`src/rtl/wb_regfile.sv`:
```
// Write-back stage and architectural register file of the RV32I core.
// Aligns and extends load data, selects the write-back value, commits it to
// a 32x32 register file, and provides bypassed decode reads, a registered
// debug read port, a retired-instruction counter and a sticky halt flag.
module wb_regfile #(
    parameter int DATA_WIDTH     = 32,
    parameter int REG_ADDR_WIDTH = 5
) (
    input  logic                      clk,
    input  logic                      i_rst,
    input  logic                      i_en,
    input  logic [DATA_WIDTH-1:0]     i_ctrl,
    input  logic [DATA_WIDTH-1:0]     i_data,
    input  logic [DATA_WIDTH-1:0]     i_alu,
    input  logic [DATA_WIDTH-1:0]     i_instr,
    input  logic [REG_ADDR_WIDTH-1:0] i_rs1_addr,
    input  logic [REG_ADDR_WIDTH-1:0] i_rs2_addr,
    output logic [DATA_WIDTH-1:0]     o_rs1_data,
    output logic [DATA_WIDTH-1:0]     o_rs2_data,
    input  logic [REG_ADDR_WIDTH-1:0] i_dbg_addr,
    output logic [DATA_WIDTH-1:0]     o_dbg_data,
    output logic                      o_wb_we,
    output logic [REG_ADDR_WIDTH-1:0] o_wb_rd,
    output logic [DATA_WIDTH-1:0]     o_wb_data,
    output logic [31:0]               o_retired,
    output logic                      o_halted
);

    localparam int NREGS = 2 ** REG_ADDR_WIDTH;

    logic                      reg_write;
    logic                      mem_to_reg;
    logic                      valid;
    logic                      halt;
    logic [2:0]                funct3;
    logic [REG_ADDR_WIDTH-1:0] rd;
    logic [1:0]                off;
    logic [7:0]                ld_byte;
    logic [15:0]               ld_half;
    logic [DATA_WIDTH-1:0]     ld_ext;
    logic [DATA_WIDTH-1:0]     wb_data;
    logic                      commit;
    logic                      wb_we;

    logic [DATA_WIDTH-1:0]     regs_q [NREGS];
    logic [DATA_WIDTH-1:0]     dbg_q;
    logic [31:0]               retired_q;
    logic [31:0]               retired_d;
    logic                      halted_q;
    logic                      halted_d;

    // Control word bits above 3 and the opcode/upper instruction fields are not used here.
    logic unused_bits;
    assign unused_bits = ^{i_ctrl[DATA_WIDTH-1:4], i_instr[DATA_WIDTH-1:15], i_instr[6:0]};

    assign reg_write  = i_ctrl[0];
    assign mem_to_reg = i_ctrl[1];
    assign valid      = i_ctrl[2];
    assign halt       = i_ctrl[3];
    assign funct3     = i_instr[14:12];
    assign rd         = i_instr[7 +: REG_ADDR_WIDTH];
    assign off        = i_alu[1:0];

    // Byte/halfword lane selection and sign/zero extension of load data.
    always_comb begin
        ld_byte = i_data[7:0];
        unique case (off)
            2'd0: ld_byte = i_data[7:0];
            2'd1: ld_byte = i_data[15:8];
            2'd2: ld_byte = i_data[23:16];
            2'd3: ld_byte = i_data[31:24];
        endcase
        ld_half = off[1] ? i_data[31:16] : i_data[15:0];
        unique case (funct3)
            3'b000:  ld_ext = {{(DATA_WIDTH-8){ld_byte[7]}}, ld_byte};
            3'b100:  ld_ext = {{(DATA_WIDTH-8){1'b0}}, ld_byte};
            3'b001:  ld_ext = {{(DATA_WIDTH-16){ld_half[15]}}, ld_half};
            3'b101:  ld_ext = {{(DATA_WIDTH-16){1'b0}}, ld_half};
            default: ld_ext = i_data;
        endcase
    end

    assign wb_data = mem_to_reg ? ld_ext : i_alu;
    assign commit  = i_en & valid & ~halted_q;
    assign wb_we   = commit & reg_write & (rd != '0);

    assign o_wb_we   = wb_we;
    assign o_wb_rd   = rd;
    assign o_wb_data = wb_data;

    // Decode read ports with write-through bypass of the committing value.
    always_comb begin
        if (i_rs1_addr == '0)
            o_rs1_data = '0;
        else if (wb_we && (i_rs1_addr == rd))
            o_rs1_data = wb_data;
        else
            o_rs1_data = regs_q[i_rs1_addr];

        if (i_rs2_addr == '0)
            o_rs2_data = '0;
        else if (wb_we && (i_rs2_addr == rd))
            o_rs2_data = wb_data;
        else
            o_rs2_data = regs_q[i_rs2_addr];
    end

    // Register array: cleared on reset, written on commit.
    always_ff @(posedge clk) begin
        if (i_rst) begin
            for (int unsigned i = 0; i < NREGS; i++)
                regs_q[i] <= '0;
        end else if (wb_we) begin
            regs_q[rd] <= wb_data;
        end
    end

    // Debug read samples pre-write contents, so no bypass here.
    always_ff @(posedge clk) begin
        if (i_rst)
            dbg_q <= '0;
        else
            dbg_q <= (i_dbg_addr == '0) ? '0 : regs_q[i_dbg_addr];
    end

    // Retire counter and sticky halt next-state; the halting instruction is itself counted.
    always_comb begin
        retired_d = retired_q;
        halted_d  = halted_q;
        if (commit) begin
            retired_d = retired_q + 32'd1;
            if (halt)
                halted_d = 1'b1;
        end
    end

    // Retire counter and halt flag state.
    always_ff @(posedge clk) begin
        if (i_rst) begin
            retired_q <= '0;
            halted_q  <= 1'b0;
        end else begin
            retired_q <= retired_d;
            halted_q  <= halted_d;
        end
    end

    assign o_dbg_data = dbg_q;
    assign o_retired  = retired_q;
    assign o_halted   = halted_q;

endmodule

```
`config.mk`:
```
export PLATFORM = sky130hd
export DESIGN_NAME = wb_regfile
export DESIGN_NICKNAME = d
export VERILOG_FILES = /design/src/rtl/wb_regfile.sv
export SDC_FILE = /design/constraint.sdc
export NUM_CORES = 2
export LEC_CHECK = 0
export CORE_MARGIN = 1.5
export CORE_UTILIZATION = 40
export DETAILED_ROUTE_END_ITERATION = 8
export HOLD_SLACK_MARGIN = 0.03
export SYNTH_ARGS = -nofsm -noshare
export SYNTH_HDL_FRONTEND = slang
export SYNTH_SLANG_ARGS = --single-unit
export TNS_END_PERCENT = 50
```
`constraint.sdc`:
```
create_clock -name clk -period 4.4 [get_ports clk]
set_input_delay 0.88 -clock clk [delete_from_list [all_inputs] [get_ports clk]]
set_output_delay 0.88 -clock clk [all_outputs]
set_load 0.02 [all_outputs]
```
==> reports/qor.json <==
{
  "path_class": "in -> out",
  "fp.dieW_um": 403,
  "timing.rr.start": "o_halted",
  "crit_path_frequent_cell": "sky130_fd_sc_hd__buf_4",
  "totalNegativeSetupSlack_ns": -0.0255,
  "chipHeight_um": 403,
  "clock_tree_from_tritoncts": "done",
  "whs_endpoint": "o_retired[30]",
  "worstMarginPinSlew_ns": 1.30,
  "ys.flop_type": "sky130_fd_sc_hd__edfxtp_1",
  "grt_max_degree": 129,
  "clk_latency_ns": 0.76,
  "r2r_setup_slack_ns": 1.58,
  "grt_first_pass_wirelength_um": 376000,
  "max_cap_violations": 0,
  "vias_in_the_first_global_route": 49845,
  "clock-skew-final_ns": 0.0280,
  "synthDominantAreaCellType": "sky130_fd_sc_hd__edfxtp_1",
  "share_of_final_layout_standard_cells_stronger_than_drive_strength_1": 0.306,
  "io-pin-count": 313,
  "netlist_top_cells_area": "sky130_fd_sc_hd__edfxtp_1, sky130_fd_sc_hd__mux4_2, sky130_fd_sc_hd__nor2_1, sky130_fd_sc_hd__mux2i_1, sky130_fd_sc_hd__dfxtp_1",
  "setup_viol_count_final": 1,
  "clk_path_buf_depth": 3,
  "yosysSeqAreaShare": 0.501,
  "post-route-min-period_ns": 4.43,
  "ys_async_sr_fraction": 0,
  "worstHoldPathCells": 2,
  "layout.cells.non_filler": 7517,
  "worst-endpoint-arrival_ns": 3.55,
  "drt-wirelength-per-cell_um": 36.1,
  "cellPowerDensity_nw_per_um2": 356,
  "die_area_um2": 162000,
  "reg2reg_depth": 8,
  "post-route-drc-count": 0,
  "final_max_tran_viols": 0,
  "cts.sinks": 1089,
  "slew_headroom": 0.133,
  "synthToLayoutAreaGrowth_pct": 21.7,
  "dr.first_iter.drc_count": 7737,
  "cts_root_buf": "sky130_fd_sc_hd__clkbuf_16",
  "antenna_found_initial": 5,
  "drt-pass1-iter-count": 6,
  "htree_levels": 3,
  "yosys_warnings": 0,
  "synth_cell_types": 73,
  "numPortBuffers": 260,
  "synth_cells": 4841,
  "syn-cell-area_um2": 64000,
  "core_area_um2": 159000,
  "ant_nets": 0,
  "ys_ff_latch": 1089,
  "start_kind": "input pin",
  "place_congestion": 0.945,
  "unrepaired_setup_endpoints_after_global_routing": "yes",
  "post-place-cells": 7275,
  "hold_viol_final": 0,
  "vias": 51214,
  "critical_path.slowest_cell": "sky130_fd_sc_hd__or2_2",
  "share_of_the_clock_period_used_by_the_worst_path": 1.01,
  "synth_top_cell_area_share": 0.481,
  "worst-path-max-fanout": 25,
  "initial_core_util": 0.404,
  "cellLeakagePower_nw": 28.8,
  "setup_ws_ns": -0.0255,
  "timing.critical_path.cells": "buf_8 > buf_12 > or2_2 > buf_4 > o22ai_1 > nor2_1 > a211oi_1 > a211oi_4 > buf_4 > buf_4",
  "grt_overflow": 0,
  "synthesis.area_per_instance_um2": 13.2,
  "worstHoldStart": "o_retired[30]",
  "clk_pin_slew_ns": 0.06,
  "slowest_delay_ns": 0.42,
  "crit_required_ns": 3.52,
  "violated_checks": "negative setup slack",
  "max_freq_mhz": 226,
  "post_detailed_routing_wire_length_um": 271000,
  "route.detailed.vias_per_inst": 6.81,
  "worst_r2r_endpoint": "regs_q[31][22]",
  "hold_path_class": "reg -> reg",
  "synth_enable_flop_cells": 1024,
  "place.detailed.hpwl_um": 176000,
  "vdd_drop_max_uv": 350,
  "numCtsBuffers": 121,
  "row_count": 146,
  "endpoint_kind": "output port",
  "grtUsageTotal": 0.328,
  "status": "finished, violations left",
  "finish.net_count": 5483
}
flip-flops by register name, summed over array words and instances (netlist names):
signal      cells
o_dbg_data     32
regs_q       1024
o_retired      32
o_halted        1
layer usage:
| layer | vias up | routed length [um] | global-route usage |
|---|---|---|---|
| met5 | - | 84 | 0.00357 |
| met4 | 4 | 22800 | 0.223 |
| met3 | 910 | 36200 | 0.0872 |
| met2 | 4378 | 118000 | 0.489 |
| met1 | 25861 | 93600 | 0.420 |
| li1 | 20061 | - | - |
worst max-delay path, delay by kind of cell:
kind                   cells  cell delay, ns
AOI/OAI and AO/OA          3            0.66
buffers and inverters      5            1.13
and+or+nand+nor            2            0.83
cells in the mapped netlist, drive strengths merged (9+ instances only):
master	n
a211oi	85
a21oi	125
a221oi	18
a22o	22
a22oi	100
buf	270
clkbuf	273
dfxtp	65
edfxtp	1024
inv	56
mux2	9
mux2i	303
mux4	637
nand2	173
nand2b	15
nand3	21
nor2	1060
nor2b	12
nor3	37
nor4	28
o21ai	26
o221ai	129
o22ai	145
o31ai	37
or3	45
xnor2	24
placed cells by master (no fill, tap or decap), types with 65 or more instances in the layout:
master and count:
sky130_fd_sc_hd__nor2_1 1058, sky130_fd_sc_hd__edfxtp_1 1024, sky130_fd_sc_hd__mux4_2 637, sky130_fd_sc_hd__buf_4 512, sky130_fd_sc_hd__mux2i_1 303, sky130_fd_sc_hd__clkdlybuf4s50_1 172
sky130_fd_sc_hd__buf_12 140, sky130_fd_sc_hd__o22ai_1 139, sky130_fd_sc_hd__o221ai_1 129, sky130_fd_sc_hd__clkbuf_16 126, sky130_fd_sc_hd__a21oi_1 123, sky130_fd_sc_hd__nand2_1 110
sky130_fd_sc_hd__a22oi_1 99, sky130_fd_sc_hd__dfxtp_1 65
per-stage QoR:
| stage | setup WS [ns] | utilization | instance area, um^2 | hold slack (ns) | power [mW] |
|---|---|---|---|---|---|
| 2_1_floorplan | 0.676 | - | 64100 | 0.563 | 14.6 |
| 3_3_place_gp | -0.775 | 0.462 | 73300 | 0.478 | 16.9 |
| 3_5_place_dp | -0.746 | 0.462 | 73300 | 0.496 | 17.0 |
| 4_1_cts | -0.0542 | 0.490 | 77700 | 0.506 | 27.7 |
| 5_1_grt | -0.00649 | 0.491 | 77900 | 0.536 | 28.3 |
| 6_report | -0.0255 | 0.491 | 77900 | 0.504 | 27.8 |
layout make-up:
class	count	area, um^2
tap	2072	2590
sequential	1089	32100
multi-input combinational	3184	29900
clock inverter	82	900
fill	13731	80700
antenna	2	5.00
clock buffer	148	3310
timing repair buffer	884	8960
inverter	56	213
cells by family (layout without fill, tap and decap cells):
kind of cell / Yosys count / after routing / share of synthesized area
and+or+nand+nor: 1445 / 1445 / 0.0938
DFF: 1089 / 1089 / 0.501
muxes: 949 / 949 / 0.273
AOI/OAI and AO/OA: 728 / 728 / 0.0839
buffers and inverters: 599 / 1170 / 0.0439
xor gates and xnor gates: 29 / 29 / 0.00397
adders and majority gates: 1 / 1 / 0.000196
other: 1 / 34 / 0.0000586
report_power, final:
| part | total, mW | internal, mW | switching (mW) |
|---|---|---|---|
| Combinational | 4.96 | 2.05 | 2.91 |
| Clock | 10.9 | 6.42 | 4.45 |
| Sequential | 11.9 | 11.7 | 0.256 |
repair_timing:
| item | in CTS | in global routing |
|---|---|---|
| pin swaps | 6 | 10 |
| gates resized for setup | 83 | 37 |
| hold buffers | 0 | 0 |
| setup buffers | 7 | 3 |
| endpoints found under the setup margin | 73 | 38 |
worst max-delay path by stage:
stage,from,endpoint,slack (ns)
2_1_floorplan,i_alu[1],o_rs1_data[22],0.68
3_3_place_gp,i_instr[7],o_rs2_data[23],-0.77
3_5_place_dp,i_instr[7],o_rs2_data[23],-0.75
4_1_cts,i_en,o_rs1_data[17],-0.05
5_1_grt,i_data[15],o_rs2_data[27],-0.006
6_report,i_rs1_addr[1],o_rs1_data[18],-0.03
Power figures use the tool's default switching activity.
